<file path="config.mk">
export PLATFORM = sky130hd
export DESIGN_NAME = tick_dispatcher
export DESIGN_NICKNAME = d
export VERILOG_FILES = /design/src/rtl/tick_dispatcher.sv
export SDC_FILE = /design/constraint.sdc
export NUM_CORES = 1
export LEC_CHECK = 0
export BUFFER_PORTS_ARGS = -buffer_cell sky130_fd_sc_hd__buf_4
export CAP_MARGIN = 15
export CORE_MARGIN = 1.5
export CORE_UTILIZATION = 59
export DETAILED_ROUTE_END_ITERATION = 6
export HOLD_SLACK_MARGIN = 0.1
export PLACE_DENSITY_LB_ADDON = 0.2
export SLEW_MARGIN = 10
export SYNTH_ARGS = -nofsm -noshare
export SYNTH_HDL_FRONTEND = slang
export SYNTH_SLANG_ARGS = --single-unit
export TNS_END_PERCENT = 1
</file>
<file path="constraint.sdc">
create_clock -name clk -period 8.87 [get_ports clk]
set_input_delay 0.887 -clock clk [delete_from_list [all_inputs] [get_ports clk]]
set_output_delay 0.887 -clock clk [all_outputs]
set_load 0.1 [all_outputs]
</file>
<file path="src/rtl/tick_dispatcher.sv">
// tick_dispatcher
//   Collects single-cycle tick pulses from a bank of timer channels and
//   offers them one at a time to a consumer over a valid/ready handshake.
//   Each channel keeps a saturating pending-tick counter, so ticks are not
//   lost while the consumer stalls. Channels are served round-robin, and
//   a tick that arrives at a full counter sets a sticky per-channel
//   overflow flag.
//
// Ports
//   clk        in   system clock
//   rst        in   synchronous active-high reset
//   pulse_in   in   [N_CH-1:0] one-cycle tick pulses, one bit per channel
//   evt_valid  out  an event is being offered (registered)
//   evt_id     out  [ID_W-1:0] channel index of the offered event (registered)
//   evt_ready  in   consumer accepts the offered event
//   ovf        out  [N_CH-1:0] sticky overflow flags (registered)
//   ovf_clr    in   single-cycle clear of all overflow flags
//   busy       out  any pending tick or an offer outstanding (combinational
//                   from registers only)
module tick_dispatcher #(
    parameter  int N_CH  = 6,
    parameter  int CNT_W = 3,
    localparam int ID_W  = $clog2(N_CH)
) (
    input  logic            clk,
    input  logic            rst,
    input  logic [N_CH-1:0] pulse_in,
    output logic            evt_valid,
    output logic [ID_W-1:0] evt_id,
    input  logic            evt_ready,
    output logic [N_CH-1:0] ovf,
    input  logic            ovf_clr,
    output logic            busy
);

    localparam logic [CNT_W-1:0] CNT_MAX = '1;

    typedef enum logic {
        S_IDLE  = 1'b0,
        S_OFFER = 1'b1
    } state_t;

    state_t            state_q, state_d;
    logic [ID_W-1:0]   evt_id_q, evt_id_d;
    logic [ID_W-1:0]   last_grant_q, last_grant_d;
    logic [CNT_W-1:0]  cnt_q [N_CH];
    logic [CNT_W-1:0]  cnt_d [N_CH];
    logic [N_CH-1:0]   ovf_q, ovf_d;
    logic [N_CH-1:0]   cnt_nz;
    logic              accept;

    // First channel with pending ticks, searching from last+1 and wrapping
    // through last itself. Only meaningful when nz is nonzero.
    function automatic logic [ID_W-1:0] rr_pick(input logic [ID_W-1:0] last,
                                                input logic [N_CH-1:0] nz);
        logic [ID_W-1:0] pick;
        logic            found;
        int              idx;
        pick  = last;
        found = 1'b0;
        for (int k = 1; k <= N_CH; k++) begin
            idx = (int'(last) + k) % N_CH;
            if (!found && nz[idx]) begin
                found = 1'b1;
                pick  = ID_W'(idx);
            end
        end
        return pick;
    endfunction

    always_comb begin
        for (int i = 0; i < N_CH; i++) begin
            cnt_nz[i] = (cnt_q[i] != '0);
        end
    end

    // evt_valid is a direct decode of the state register.
    assign accept    = (state_q == S_OFFER) && evt_ready;
    assign evt_valid = (state_q == S_OFFER);
    assign evt_id    = evt_id_q;
    assign ovf       = ovf_q;
    assign busy      = (|cnt_nz) | evt_valid;

    // Pending counters and overflow flags. A pulse coinciding with an
    // accept on the same channel cancels out, so the counter cannot
    // overflow in that case. An overflow set beats a same-edge clear.
    always_comb begin
        ovf_d = ovf_clr ? '0 : ovf_q;
        for (int i = 0; i < N_CH; i++) begin
            logic acc_i;
            acc_i    = accept && (evt_id_q == ID_W'(i));
            cnt_d[i] = cnt_q[i];
            if (pulse_in[i] && !acc_i) begin
                if (cnt_q[i] == CNT_MAX) begin
                    ovf_d[i] = 1'b1;
                end else begin
                    cnt_d[i] = cnt_q[i] + 1'b1;
                end
            end else if (acc_i && !pulse_in[i]) begin
                cnt_d[i] = cnt_q[i] - 1'b1;
            end
        end
    end

    // Offer FSM. Arbitration looks at registered counts only, so a pulse
    // landing on the same edge is seen one cycle later.
    always_comb begin
        state_d      = state_q;
        evt_id_d     = evt_id_q;
        last_grant_d = last_grant_q;
        unique case (state_q)
            S_IDLE: begin
                if (|cnt_nz) begin
                    evt_id_d     = rr_pick(last_grant_q, cnt_nz);
                    last_grant_d = evt_id_d;
                    state_d      = S_OFFER;
                end
            end
            S_OFFER: begin
                if (evt_ready) begin
                    state_d = S_IDLE;
                end
            end
            default: state_d = S_IDLE;
        endcase
    end

    always_ff @(posedge clk) begin
        if (rst) begin
            state_q      <= S_IDLE;
            evt_id_q     <= '0;
            last_grant_q <= ID_W'(N_CH - 1);
            ovf_q        <= '0;
            for (int i = 0; i < N_CH; i++) begin
                cnt_q[i] <= '0;
            end
        end else begin
            state_q      <= state_d;
            evt_id_q     <= evt_id_d;
            last_grant_q <= last_grant_d;
            ovf_q        <= ovf_d;
            for (int i = 0; i < N_CH; i++) begin
                cnt_q[i] <= cnt_d[i];
            end
        end
    end

endmodule

</file>
### Word-level counts from Yosys, hierarchy flattened

Memory sizes are Yosys's and may differ from the RTL's.
Index checks and enable logic that the tools add are counted.

* flip-flop bits (word level): 13
* logic and storage cells: 186
* memories: 1
* output and inout bits: 11
* RAM bits: 18

Memories
* cnt_q: depth 6, width 3, rd ports 6, clocked after Yosys merged registers in 0, write ports 6, RTL line 46 `logic [CNT_W-1:0] cnt_q [N_CH];`

* div/mod/pow operators: 6
* multiplexer cells: 82
* equality and inequality tests: 11
* reductions and logical operators: 50
* order comparisons: 6
* bitwise operators: 8
* add/subtract/negate cells: 18

Operator list (count)
* less-than comparator 32 x 5 -> 1 bit (second input constant): 6
* modulo 32 x 4 -> 32 bit (second input constant): 6
* 2-to-1 mux 3 bit: 30
* 2-to-1 mux 1 bit: 44
* == test 3 bit (second input constant): 8
* logical AND 1 bit: 24
* adder 3 x 1 -> 3 bit (second input constant): 6
* binary-select mux 1 bit (select 3 bit): 6
* nonzero test 3 bit: 6
* subtractor 3 x 1 -> 3 bit (second input constant): 6
* logical NOT 1 bit: 17
* adder 3 x 3 -> 4 bit (second input constant): 3
* adder 3 x 2 -> 4 bit (second input constant): 2
* OR 1 bit: 7
* == test 3 x 2 -> 1 bit (second input constant): 2
* 2-to-1 mux 6 bit: 1
* OR reduction 6 bit: 1
* adder 3 x 1 -> 4 bit (second input constant): 1
* == test 3 x 1 -> 1 bit (second input constant): 1
* logical NOT 3 bit: 1
* one-hot mux 1 bit (2 select lines): 1
* AND reduction 2 bit: 1
* inverter 1 bit: 1

### Depth between registers and ports, before layout

* word-level depth: 31
* gate-level depth with buffers: 15

### Worst setup path before layout

Ideal clock, no wire load.

* path kind: register to register
* from: register, netlist name evt_id[1]
* to: register last_grant_q[2]
* stages on the path, launching flop included: 15
* period minus slack after synthesis: 3257 ps
* arrival: 3178 ps
* slack: 5613 ps
* path buffers: 0
* path through: dfxtp_1 inv_1 ha_1 a21oi_1 inv_1 ha_1 inv_1 a311o_1 and2_1 and4_1 nor4_4 nand3_1 a21oi_1 a221oi_2 o211ai_1

RTL lines
* end signal: assignment: RTL line 132 `last_grant_q <= ID_W'(N_CH - 1);`
* end signal: assignment: RTL line 140 `last_grant_q <= last_grant_d;`
* end: declaration: RTL line 45 `logic [ID_W-1:0] last_grant_q, last_grant_d;`

==> results.sh <==
export IMPL_synth_edf_count=0
export IMPL_vias=2389
export IMPL_cts_repair_resized=0
export IMPL_status="finished clean"
export IMPL_r2r_start="evt_id[1]$_SDFFE_PP0P_"
export IMPL_critPathBufInv=3
export IMPL_avgRoutedWirePerCell_um=14.94
export IMPL_postSynthCellCount=318
export IMPL_total_power_uw=948.7
export IMPL_cts_buffer_depth=2
export IMPL_ys_types=66
export IMPL_worstPathCellList="inv_1 > ha_1 > a21oi_1 > inv_1 > ha_1 > inv_1 > a311o_1 > and2_1 > and4_1 > nor4_4 > nand3_1 > a21oi_1 > a221oi_2 > o211ai_1"
export IMPL_worst_path_most_repeated_cell="inv_1"
export IMPL_arrival_ns=4.11
export IMPL_utilization=0.6910
export IMPL_start_util=0.6260
export IMPL_finalWorstPathRequiredPeriod_ns=3.907
export IMPL_grt_pass1_wl_mm=9.059
export IMPL_syn_avg_cell_area_um2=7.987
export IMPL_grt_max_degree=28
export IMPL_htreeDepth=2
export IMPL_grt_pass1_vias=2016
export IMPL_slowest_delay_ns=0.64
export IMPL_num_io_pins=21
export IMPL_ir_drop_mv=0.1529
export IMPL_via_per_inst=6.157
export IMPL_rows=23
export IMPL_gp_congestion=0.9486
export IMPL_synthArstFlopShare=0
export IMPL_yosys_top_cells_count="38 x nor2_1, 30 x dfxtp_1, 26 x nand2_1"
export IMPL_chipHeight_um=68.61
export IMPL_drt_initial_drc_count=198
export IMPL_clock_skew_ns=0.003936
export IMPL_drc=0
export IMPL_ys_flop_type="dfxtp_1"
export IMPL_setup_viol=0
export IMPL_area_delta_synth_final_pct=10.39
export IMPL_num_antenna_cells=0
export IMPL_cts_sinks=30
export IMPL_insertion_delay_ns=0.28
export IMPL_leakage_nw=1.189
export IMPL_drive_above_1_share=0.1272
export IMPL_crit_cells=14
export IMPL_cp_max_fo=12
export IMPL_drtAntennaViolNets=0
export IMPL_final_period_utilization=0.4405
export IMPL_yosysMostFrequentCell="nor2_1"
export IMPL_critPathKind="flop to flop"
export IMPL_numCtsBuffers=5
export IMPL_antenna_found_initial=0
export IMPL_synthesis_nets=348
export IMPL_rsz0062_at_grt="false"
export IMPL_crit_path_top_delay_cell="dfxtp_1"
export IMPL_yosys_top_cells_area="dfxtp_1 24%, ha_1 6.9%, nor2_1 5.6%"
export IMPL_synth_seq_cells=30
export IMPL_holdPathStages=2
export IMPL_place_area_um2=2713
export IMPL_worstHoldPathType="flop to flop"
export IMPL_root_buffer="clkbuf_8"
export IMPL_dp_hpwl_mm=4.480
export IMPL_power_density_nw_per_um2=338.4
export IMPL_stdcell_area_um2=2804
export IMPL_synth_top_cell_area_share=0.2365
export IMPL_clk_pin_slew_ns=0.06
export IMPL_synth_top_area_cell="dfxtp_1"
export IMPL_setup_tns_ns=0
export IMPL_yosysWarnings=0
export IMPL_port_buffers=20
export IMPL_fin_cells=388
export IMPL_maxSlewViolCount=0
export IMPL_max_freq_ghz=0.2559
export IMPL_coreArea_um2=4058
export IMPL_reg2reg_depth=14
export IMPL_hold_viol=0
export IMPL_cp_top_family="compound AO/OA/AOI/OAI gates"
export IMPL_yosysSeqAreaShare=0.2365
export IMPL_relSlewSlack=0.4822
export IMPL_end_kind="flop"
export IMPL_dp_cells=380
export IMPL_dieArea_um2=4707
export IMPL_wl_mm=5.798
export IMPL_grt_overflow_total=0
export IMPL_postCtsHoldBufs=0
export IMPL_maxCapViolCount=0
export IMPL_critPathRequiredTime_ns=9.07
export IMPL_setup_worst_path_start="evt_id[1]$_SDFFE_PP0P_"
export IMPL_synth_area_um2=2540
export IMPL_fin_nets=367
export IMPL_hold_path_startpoint="ovf[4]$_SDFF_PP0_"
export IMPL_postCtsSetupRepairBufs=0
export IMPL_firstDrtPassIters=4
export IMPL_grt_use_total=0.2601
export IMPL_tightest_slew_ns=0.7757
export IMPL_cts_tree="yes"
export IMPL_cp_start_kind="flop"
export IMPL_die_w_um=68.61
==> cell type report <==
cell class              instances  area [um^2]
repair buffers                 20        150.1
multi-input cells             267         1851
inverters                      13        48.80
clock buffers                   7        86.33
well taps                      50        62.56
clock inverters                 1        5.005
flip-flops and latches         30        600.6
fillers                       351         1254
==> final timing paths <==
check                                               endpoint  slack [ns]
worst min register to register             ovf[4]$_SDFF_PP0_        0.48
worst min-delay path                       ovf[4]$_SDFF_PP0_        0.48
worst max-delay path            last_grant_q[2]$_SDFFE_PP1P_        4.96
worst max register to register  last_grant_q[2]$_SDFFE_PP1P_        4.96
==> layout by cell type (no fill, tap or decap), drive strengths merged, types with 3 or more instances in the layout <==
master  count
o211ai      4
fa          6
buf        20
nor4        4
and2        3
nor3       14
nor2       38
or3         5
ha         14
nand4       3
and3        8
dfxtp      30
o21bai      3
nor2b       3
clkbuf      7
xnor2      10
nand3      23
mux2i      11
nand2b      7
xor2        8
nand2      26
or2         3
inv        13
a211oi      4
a21oi      23
o21ai      12
==> cell families after synthesis <==
kind of cell,synth area share
and+or+nand+nor,0.2882
AOI/OAI and AO/OA,0.2084
xor gates and xnor gates,0.06799
buffers and inverters,0.03497
DFF,0.2365
adders and majority gates,0.1163
muxes,0.04778
==> flip-flops by register name, indices dropped and copies added, names as in the netlist <==
register      count
last_grant_q      2
evt_id            3
ovf               6
evt_valid         1
cnt_q            18
==> power breakdown <==
part           internal, mW  switching, mW
clock network        0.0625         0.0512
registers             0.159         0.0476
logic                 0.253          0.376
total                 0.474          0.474
==> routing by layer <==
metal | vias to the layer above | wire (um) | track usage
met5 | - | 0 | 0
met4 | 0 | 114 | 0.09000
met3 | 12 | 252 | 0.05519
met2 | 68 | 2800 | 0.4363
met1 | 1120 | 2632 | 0.3290
li1 | 1189 | - | -
==> worst min-delay path, delay by kind of cell, from the launching register on <==
| kind | cells | cell delay, ns |
|---|---|---|
| AOI/OAI and AO/OA | 1 | 0.06 |
| DFF | 1 | 0.32 |
| and+or+nand+nor | 1 | 0.06 |
==> stage by stage <==
step                      hold slack [ns]  setup WS [ns]
after floorplan                    0.5016          5.613
after global placement             0.4564          5.053
after detailed placement           0.4802          5.020
after CTS                          0.4911          4.958
after global routing               0.5325          4.572
final                              0.4847          4.963
(Power assumes the default switching activity.)
